[src/rtl/alu_op_sequencer_if.sv]
// Command and response channels between the command source and the ALU op sequencer.
// The master drives commands and consumes responses; the slave is the sequencer.
interface alu_op_sequencer_if #(
    parameter int DW = 8
);
    logic          cmd_valid;
    logic          cmd_ready;
    logic [3:0]    cmd_op;
    logic          cmd_useb;
    logic [DW-1:0] cmd_data;
    logic          res_valid;
    logic          res_ready;
    logic [DW-1:0] res_data;
    logic          res_zero;

    modport master (
        output cmd_valid, cmd_op, cmd_useb, cmd_data, res_ready,
        input  cmd_ready, res_valid, res_data, res_zero
    );

    modport slave (
        input  cmd_valid, cmd_op, cmd_useb, cmd_data, res_ready,
        output cmd_ready, res_valid, res_data, res_zero
    );
endinterface

[src/rtl/alu_op_sequencer.sv]
// Sequences the ALU operation mux: one command at a time, waits the ALU settle latency,
// commits operand/store writeback per opcode and returns the result on a response channel.
//
// state | meaning
// IDLE  | ready for a command
// EXEC  | opcode/operands stable on the ALU, counting down the settle latency
// RESP  | result held on the response channel until consumed
module alu_op_sequencer #(
    parameter int DW      = 8,
    parameter int ALU_LAT = 1,
    parameter int CNT_W   = 16
) (
    input  logic               clk,
    input  logic               rst_n,
    alu_op_sequencer_if.slave  bus,
    output logic [3:0]         alu_sel,
    output logic [DW-1:0]      alu_a,
    output logic [DW-1:0]      alu_b,
    input  logic [DW-1:0]      alu_y,
    output logic [DW-1:0]      sto_data,
    output logic               busy,
    output logic [CNT_W-1:0]   op_count
);

    localparam logic [3:0] OP_CMP  = 4'h4;
    localparam logic [3:0] OP_STO  = 4'hD;
    localparam logic [3:0] OP_SWP  = 4'hE;
    localparam logic [3:0] OP_LOAD = 4'hF;
    localparam logic [3:0] LAT_INIT = 4'(ALU_LAT - 1);

    typedef enum logic [1:0] {
        IDLE = 2'd0,
        EXEC = 2'd1,
        RESP = 2'd2
    } state_t;

    state_t          state_q;
    state_t          state_d;
    logic [3:0]      op_q;
    logic [DW-1:0]   data_q;
    logic [DW-1:0]   a_q;
    logic [DW-1:0]   b_q;
    logic [DW-1:0]   sto_q;
    logic [3:0]      sel_q;
    logic [3:0]      lat_cnt;
    logic [DW-1:0]   res_data_q;
    logic            res_zero_q;
    logic            res_valid_q;
    logic [CNT_W-1:0] op_count_q;

    logic            accept;
    logic            commit;
    logic            retire;
    logic [DW-1:0]   a_wb;
    logic [DW-1:0]   b_wb;
    logic [DW-1:0]   sto_wb;
    logic [DW-1:0]   res_wb;

    always_ff @(posedge clk) begin
        if (!rst_n) begin
            state_q <= IDLE;
        end else begin
            state_q <= state_d;
        end
    end

    always_comb begin
        state_d = state_q;
        accept  = 1'b0;
        commit  = 1'b0;
        retire  = 1'b0;
        case (state_q)
            IDLE: begin
                if (bus.cmd_valid && rst_n) begin
                    accept  = 1'b1;
                    state_d = EXEC;
                end
            end
            EXEC: begin
                if (lat_cnt == 4'd0) begin
                    commit  = 1'b1;
                    state_d = RESP;
                end
            end
            RESP: begin
                if (bus.res_ready) begin
                    retire  = 1'b1;
                    state_d = IDLE;
                end
            end
            default: state_d = IDLE;
        endcase
    end

    // Writeback values as seen at the commit edge; alu_y is sampled here.
    always_comb begin
        a_wb   = alu_y;
        b_wb   = b_q;
        sto_wb = sto_q;
        res_wb = alu_y;
        case (op_q)
            OP_CMP: a_wb = a_q;
            OP_STO: begin
                a_wb   = a_q;
                sto_wb = a_q;
                res_wb = a_q;
            end
            OP_SWP: begin
                a_wb   = b_q;
                b_wb   = a_q;
                res_wb = b_q;
            end
            OP_LOAD: begin
                a_wb   = data_q;
                res_wb = data_q;
            end
            default: a_wb = alu_y;
        endcase
    end

    always_ff @(posedge clk) begin
        if (!rst_n) begin
            op_q        <= '0;
            data_q      <= '0;
            a_q         <= '0;
            b_q         <= '0;
            sto_q       <= '0;
            sel_q       <= '0;
            lat_cnt     <= '0;
            res_data_q  <= '0;
            res_zero_q  <= 1'b0;
            res_valid_q <= 1'b0;
            op_count_q  <= '0;
        end else begin
            if (accept) begin
                op_q    <= bus.cmd_op;
                data_q  <= bus.cmd_data;
                sel_q   <= bus.cmd_op;
                lat_cnt <= LAT_INIT;
                if (bus.cmd_useb && (bus.cmd_op != OP_LOAD)) begin
                    b_q <= bus.cmd_data;
                end
            end else if ((state_q == EXEC) && (lat_cnt != 4'd0)) begin
                lat_cnt <= lat_cnt - 4'd1;
            end
            if (commit) begin
                a_q         <= a_wb;
                b_q         <= b_wb;
                sto_q       <= sto_wb;
                res_data_q  <= res_wb;
                res_zero_q  <= (res_wb == '0);
                res_valid_q <= 1'b1;
            end
            if (retire) begin
                res_valid_q <= 1'b0;
                op_count_q  <= op_count_q + CNT_W'(1);
            end
        end
    end

    assign bus.cmd_ready = rst_n && (state_q == IDLE);
    assign bus.res_valid = res_valid_q;
    assign bus.res_data  = res_data_q;
    assign bus.res_zero  = res_zero_q;
    assign alu_sel       = sel_q;
    assign alu_a         = a_q;
    assign alu_b         = b_q;
    assign sto_data      = sto_q;
    assign busy          = (state_q != IDLE);
    assign op_count      = op_count_q;

endmodule

[src/flat_wrapper.sv]
// flat-port wrapper written by rule: the top's interface ports become plain ports
module alu_op_sequencer_flat 
#(
    parameter int DW      = 8,
    parameter int ALU_LAT = 1,
    parameter int CNT_W   = 16
)
  (clk, rst_n, alu_sel, alu_a, alu_b, alu_y, sto_data, busy, op_count, bus_cmd_valid, bus_cmd_op, bus_cmd_useb, bus_cmd_data, bus_res_ready, bus_cmd_ready, bus_res_valid, bus_res_data, bus_res_zero);
  alu_op_sequencer_if #(.DW(DW)) bus_i ();
  input  logic clk;
  input  logic rst_n;
  output logic [3:0] alu_sel;
  output logic [DW-1:0] alu_a;
  output logic [DW-1:0] alu_b;
  input  logic [DW-1:0] alu_y;
  output logic [DW-1:0] sto_data;
  output logic busy;
  output logic [CNT_W-1:0] op_count;
  input wire logic [$bits(bus_i.cmd_valid)-1:0] bus_cmd_valid;
  input wire logic [$bits(bus_i.cmd_op)-1:0] bus_cmd_op;
  input wire logic [$bits(bus_i.cmd_useb)-1:0] bus_cmd_useb;
  input wire logic [$bits(bus_i.cmd_data)-1:0] bus_cmd_data;
  input wire logic [$bits(bus_i.res_ready)-1:0] bus_res_ready;
  output wire logic [$bits(bus_i.cmd_ready)-1:0] bus_cmd_ready;
  output wire logic [$bits(bus_i.res_valid)-1:0] bus_res_valid;
  output wire logic [$bits(bus_i.res_data)-1:0] bus_res_data;
  output wire logic [$bits(bus_i.res_zero)-1:0] bus_res_zero;
  assign bus_i.cmd_valid = bus_cmd_valid;
  assign bus_i.cmd_op = bus_cmd_op;
  assign bus_i.cmd_useb = bus_cmd_useb;
  assign bus_i.cmd_data = bus_cmd_data;
  assign bus_i.res_ready = bus_res_ready;
  assign bus_cmd_ready = bus_i.cmd_ready;
  assign bus_res_valid = bus_i.res_valid;
  assign bus_res_data = bus_i.res_data;
  assign bus_res_zero = bus_i.res_zero;
  alu_op_sequencer #(.DW(DW), .ALU_LAT(ALU_LAT), .CNT_W(CNT_W)) u_core (.clk(clk), .rst_n(rst_n), .bus(bus_i), .alu_sel(alu_sel), .alu_a(alu_a), .alu_b(alu_b), .alu_y(alu_y), .sto_data(sto_data), .busy(busy), .op_count(op_count));
endmodule
[config.mk]
export PLATFORM = sky130hd
export DESIGN_NAME = alu_op_sequencer_flat
export DESIGN_NICKNAME = d
export VERILOG_FILES = /design/src/rtl/alu_op_sequencer_if.sv /design/src/rtl/alu_op_sequencer.sv /design/src/flat_wrapper.sv
export SDC_FILE = /design/constraint.sdc
export NUM_CORES = 1
export LEC_CHECK = 0
export ABC_AREA = 1
export CORE_ASPECT_RATIO = 0.6
export CORE_MARGIN = 5
export CORE_UTILIZATION = 56
export DETAILED_ROUTE_END_ITERATION = 16
export DONT_BUFFER_PORTS = 1
export GPL_TIMING_DRIVEN = 0
export PLACE_DENSITY = 0.74
export SLEW_MARGIN = 40
export SYNTH_ARGS = -nofsm -noshare
export SYNTH_HDL_FRONTEND = slang
export SYNTH_SLANG_ARGS = --single-unit
export TNS_END_PERCENT = 20
[constraint.sdc]
create_clock -name clk -period 1.4 [get_ports clk]
set_input_delay 0.21 -clock clk [delete_from_list [all_inputs] [get_ports clk]]
set_output_delay 0.21 -clock clk [all_outputs]
set_load 0.02 [all_outputs]
# Word level (Yosys, flattened, before mapping)
# Index checks and enable logic that the tools add are counted.
# word_totals
reg_bits,68
latch_bits,0
ramBits,0
rom_bits,0
out_inout_bits,56
wordCells,60
mem_count,0
# op_classes
addsub,2
n_mul,0
div,0
order_cmp,0
n_eq_ne,11
shift,0
mux,16
bitwise_logic,2
reduce_logical,18
# ops
cell,count
one-hot mux 8 bit (3 select lines),2
2-to-1 mux 8 bit,4
adder 16 x 1 -> 16 bit (second input constant),1
equality test 4 bit (second input constant),3
logical NOT 8 bit,1
2-to-1 mux 1 bit,6
2-to-1 mux 2 bit,3
one-hot mux 2 bit (3 select lines),1
AND reduction 3 bit,2
nonzero test 2 bit,3
OR reduction 2 bit,3
equality test 4 x 3 -> 1 bit (second input constant),1
logical AND 1 bit,4
logical NOT 4 bit,1
!= test 2 x 1 -> 1 bit (second input constant),2
!= test 2 bit (second input constant),2
!= test 4 bit (second input constant),1
AND reduction 2 bit,2
nonzero test 4 bit,1
subtractor 4 x 1 -> 4 bit (second input constant),1
equality test 2 x 1 -> 1 bit (second input constant),1
equality test 2 bit (second input constant),1
logical NOT 2 bit,1
inverter 1 bit,2

# Logic depth before layout (Yosys ltp)
# depth
word_depth,5
mapped_depth,11
depth_no_buf,10

# Worst setup path after synthesis
# Ideal clock, no wire load.
# synth_path
path_type,flip-flop to flip-flop
startpoint,"register u_core.op_count_q[1], in the netlist u_core.op_count[1]"
endpoint,"register u_core.op_count_q[10], in the netlist u_core.op_count[10]"
setup_time_ns,0.115
arrival_ns,1.364
required_ns,1.285
setup_slack_ns,-0.079
path_stages_with_launch,8
period_less_slack_ns,1.479
path_cell_list,dfxtp_1 ha_1 inv_1 nor2_4 nand4_2 nor2_1 nand2_1 and3_1
# synth_via
elab_chain_cells,1
# synth_lines
element,line_no,rtl
start: declaration,alu_op_sequencer.sv:49,logic [CNT_W-1:0] op_count_q;
start signal: assignment,alu_op_sequencer.sv:156,op_count_q <= op_count_q + CNT_W'(1);
adder 16 x 1 -> 16 bit,alu_op_sequencer.sv:156,
# Every way passes these cells.
# A chain may end at the register's enable or synchronous reset.

# Worst setup path in the final report
# layout_path
startpoint,register u_core.lat_cnt[0]
endpoint,"register u_core.sto_q[2], in the netlist u_core.sto_data[2]"
# layout_via
elab_chain_cells,4
# layout_lines
element,line_no,rtl
start: declaration,alu_op_sequencer.sv:45,logic [3:0] lat_cnt;
start signal: assignment,alu_op_sequencer.sv:144,lat_cnt <= lat_cnt - 4'd1;
logical NOT 4 bit,alu_op_sequencer.sv:80,if (lat_cnt == 4'd0) begin
2-to-1 mux 1 bit,alu_op_sequencer.sv:80,
2-to-1 mux 1 bit,alu_op_sequencer.sv:72,case (state_q)
AND reduction 2 bit (no source line),--,
end signal: assignment,alu_op_sequencer.sv:149,sto_q <= sto_wb;
end: declaration,alu_op_sequencer.sv:43,logic [DW-1:0] sto_q;
# Every way passes these cells.

==> impl_metrics.yaml <==
outcome:
  status: "finished with violations"
  violations: "negative setup slack"
sta:
  worst_slew_pin_slew_ns: 0.5681
  setup_violations: 40
  fin_ws_ns: -0.1726
  slew_headroom_pct: 62.12
  hold_violations: 0
  drv_slew: 0
  fin_crit_sh_pct: 112.3
  rsz0062_at_grt: "yes"
  final.min_clock_period_ns: 1.573
  finClkSkew_ns: 0.008980
  fmax_mhz: 635.9
worst_setup_path:
  startpoint_type: "register"
  critPathCapture: "u_core.sto_data[2]$_SDFFE_PN0P_"
  ff2ff_path_depth: 11
  worstPathArrival_ns: 1.86
  path_class: "reg -> reg"
  crit_fanout: 6
  reg2reg_from: "u_core.lat_cnt[0]$_SDFFE_PP0N_"
  crit_required_ns: 1.69
  rrSetupSlack_ns: -0.17
  end_kind: "register"
  startpoint: "u_core.lat_cnt[0]$_SDFFE_PP0N_"
  timing.rr.end: "u_core.sto_data[2]$_SDFFE_PN0P_"
power_and_ir_drop:
  ir_drop_v: 0.0007124
  comb_power_share_pct: 8.6
  seq_power_share_pct: 47.3
  switching_share_pct: 25.52
  p_sw_w: 0.001156
  p_clk_share_pct: 44.1
  cellLeakagePower_nw: 1.641
  p_int_w: 0.003374
  p_per_area_nw_per_um2: 1120
die:
  die_w_um: 106.9
  rows: 21
  die_height_um: 68.16
  start_util_pct: 57.21
  ios: 81
  die-area_um2: 7288
  coreArea_um2: 5518
synthesis:
  ys_types: 38
  ys_async_sr_fraction_pct: 0
  synth_edf_count: 0
  synth.avg_cell_area_um2: 7.445
  synthFlopType: "dfxtp_1"
  ys_seq_area_share_pct: 43.12
  ys_ff_latch: 68
  yosysWarningCount: 0
  synth_nets: 451
  syn_inst: 424
  syn_area_um2: 3157
placed_design:
  io_buffers: 0
  placed_area_um2: 3279
  hpwl_um: 6849
  place_congestion: 0.8692
  dp_cells: 493
routing:
  drtPass1Iterations: 6
  routed_via_density: 5.994
  drt_iter0_markers: 296
  dr_total_vias: 3207
  wirelength_um: 9976
  wl_per_cell_um: 18.65
  drc: 0
  ant_nets: 0
grt:
  grt_pass1_vias: 2935
  track_usage_pct: 26.99
  grt-ovfl-total: 0
  antenna_found_initial: 0
  grt_max_degree: 13
  grt_pass1_wl_um: 14880
clock_tree:
  cts_buffer_depth: 2
  clkLatencyLatePin_ns: 0.35
  cts.htree.levels: 3
  clk_pin_slew_ns: 0.08
  clock-root-buffer: "clkbuf_8"
  cts.sinks: 68
  cts_tree: "done"
  cts_buffers: 9
run:
  drv_cap: 0
layout:
  final_util_pct: 73.27
  drive_gt1_share_pct: 28.54
  final_cells: 535
  fin_nets: 488
  finalInstanceArea_um2: 4043
  diodes: 0
  area_growth_pct: 28.06
hold_path:
  min_path_type: "in -> reg"
cells in the mapped netlist, drive strengths merged (5+ instances only):
| cell type | number | area (um^2) |
|---|---|---|
| nand2 | 118 | 462.9 |
| nand3 | 26 | 147.7 |
| nor3 | 10 | 66.32 |
| dfxtp | 68 | 1361 |
| nor2 | 38 | 193.9 |
| o21ai | 31 | 158.9 |
| a21oi | 40 | 200.2 |
| a31oi | 9 | 71.32 |
| inv | 41 | 153.9 |
| nand4 | 5 | 43.79 |
| o211ai | 7 | 52.55 |
| buf | 8 | 61.31 |
layer usage:
metal	wire [um]	share of wire (%)	track usage, %
met3	1435	14	10.93
met4	220	2.2	9.410
met1	4240	43	37.07
met2	4081	41	38.24
met5	0	0	0
sequential cells by signal, indices dropped and copies added (netlist names):
register	count
u_core.bus.res_zero	1
u_core.lat_cnt	4
u_core.state_q	2
u_core.alu_b	8
u_core.op_count	16
u_core.sto_data	8
u_core.alu_a	8
u_core.bus.res_data	8
u_core.alu_sel	4
u_core.bus.res_valid	1
u_core.data_q	8
stage by stage:
step | total power [W] | setup slack, ns | setup TNS, ns | hold slack, ns
2_1_floorplan | 0.002395 | -0.01447 | -0.04655 | 0.3227
3_3_place_gp | 0.002478 | -0.2407 | -8.072 | 0.3291
3_5_place_dp | 0.002488 | -0.2850 | -9.817 | 0.3313
4_1_cts | 0.004517 | -0.1192 | -1.825 | 0.003294
5_1_grt | 0.004661 | -0.2366 | -5.781 | 0.007284
6_report | 0.004530 | -0.1726 | -2.855 | 0.005810
cells by family after synthesis:
group,count (synthesis),synth area share [%]
simple gates,200,29.61
compound gates,99,18.63
flops,68,43.12
fa+ha+maj,2,0.7926
buf+inv,53,7.293
xor+xnor,2,0.5550
placed cells by master, fill, tap and decap left out, drive strengths merged, types with 3 or more instances in the layout:
cell / count
a21oi: 40
a22o: 4
a31oi: 9
a32o: 4
buf: 29
bufinv: 3
clkbuf: 14
dfxtp: 68
dlygate4sd3: 5
inv: 41
nand2: 118
nand3: 26
nand4: 5
nor2: 38
nor3: 10
o211ai: 7
o21a: 3
o21ai: 31
worst max-delay path, stage by stage, from the launching register on:
cell,delay [ns]
dfxtp_2,0.32
inv_2,0.07
ha_4,0.15
nand2_4,0.05
nor2_4,0.14
buf_8,0.15
buf_12,0.11
inv_12,0.03
nor2_4,0.15
buf_6,0.14
nand2_1,0.06
a21oi_2,0.14
how the worst min path moves through the flow:
stage          slack [ns]       startpoint  cells after the start                        endpoint
6_report            0.006    bus_cmd_op[0]                      2  u_core.alu_sel[0]$_SDFFE_PN0P_
5_1_grt             0.007  bus_cmd_data[4]                      1   u_core.data_q[4]$_SDFFE_PN0P_
4_1_cts             0.003    bus_cmd_op[0]                      2  u_core.alu_sel[0]$_SDFFE_PN0P_
3_5_place_dp         0.33    bus_cmd_op[3]                      2  u_core.alu_sel[3]$_SDFFE_PN0P_
3_3_place_gp         0.33    bus_cmd_op[3]                      2  u_core.alu_sel[3]$_SDFFE_PN0P_
2_1_floorplan        0.32    bus_cmd_op[0]                      2  u_core.alu_sel[0]$_SDFFE_PN0P_
area by class of cell:
class | instances | area [um^2]
Buffer | 12 | 96.34
Clock inverter | 6 | 111.4
Inverter | 41 | 173.9
Multi-Input combinational cell | 303 | 1794
Clock buffer | 10 | 137.6
Sequential cell | 68 | 1414
Fill cell | 407 | 1475
Timing Repair Buffer | 26 | 229.0
Tap cell | 69 | 86.33
power by group through the flow:
| stage | Sequential [W] | Combinational (W) | Clock (W) |
|---|---|---|---|
| after floorplan | 0.00216 | 0.000230 | 0 |
| after global placement | 0.00219 | 0.000289 | 0 |
| after detailed placement | 0.00219 | 0.000298 | 0 |
| after CTS | 0.00215 | 0.000365 | 0.00201 |
| after global routing | 0.00215 | 0.000417 | 0.00209 |
| final | 0.00214 | 0.000388 | 0.00200 |
what timing repair did:
item                                   CTS  global route
pin swaps                               16            14
buffers inserted                        15             4
endpoints found under the hold margin    5             0
hold buffers                             5             0
gates resized for setup                 63            37
gates cloned                             2             0
setup endpoints to repair               60            55
Power figures use the tool's default switching activity.
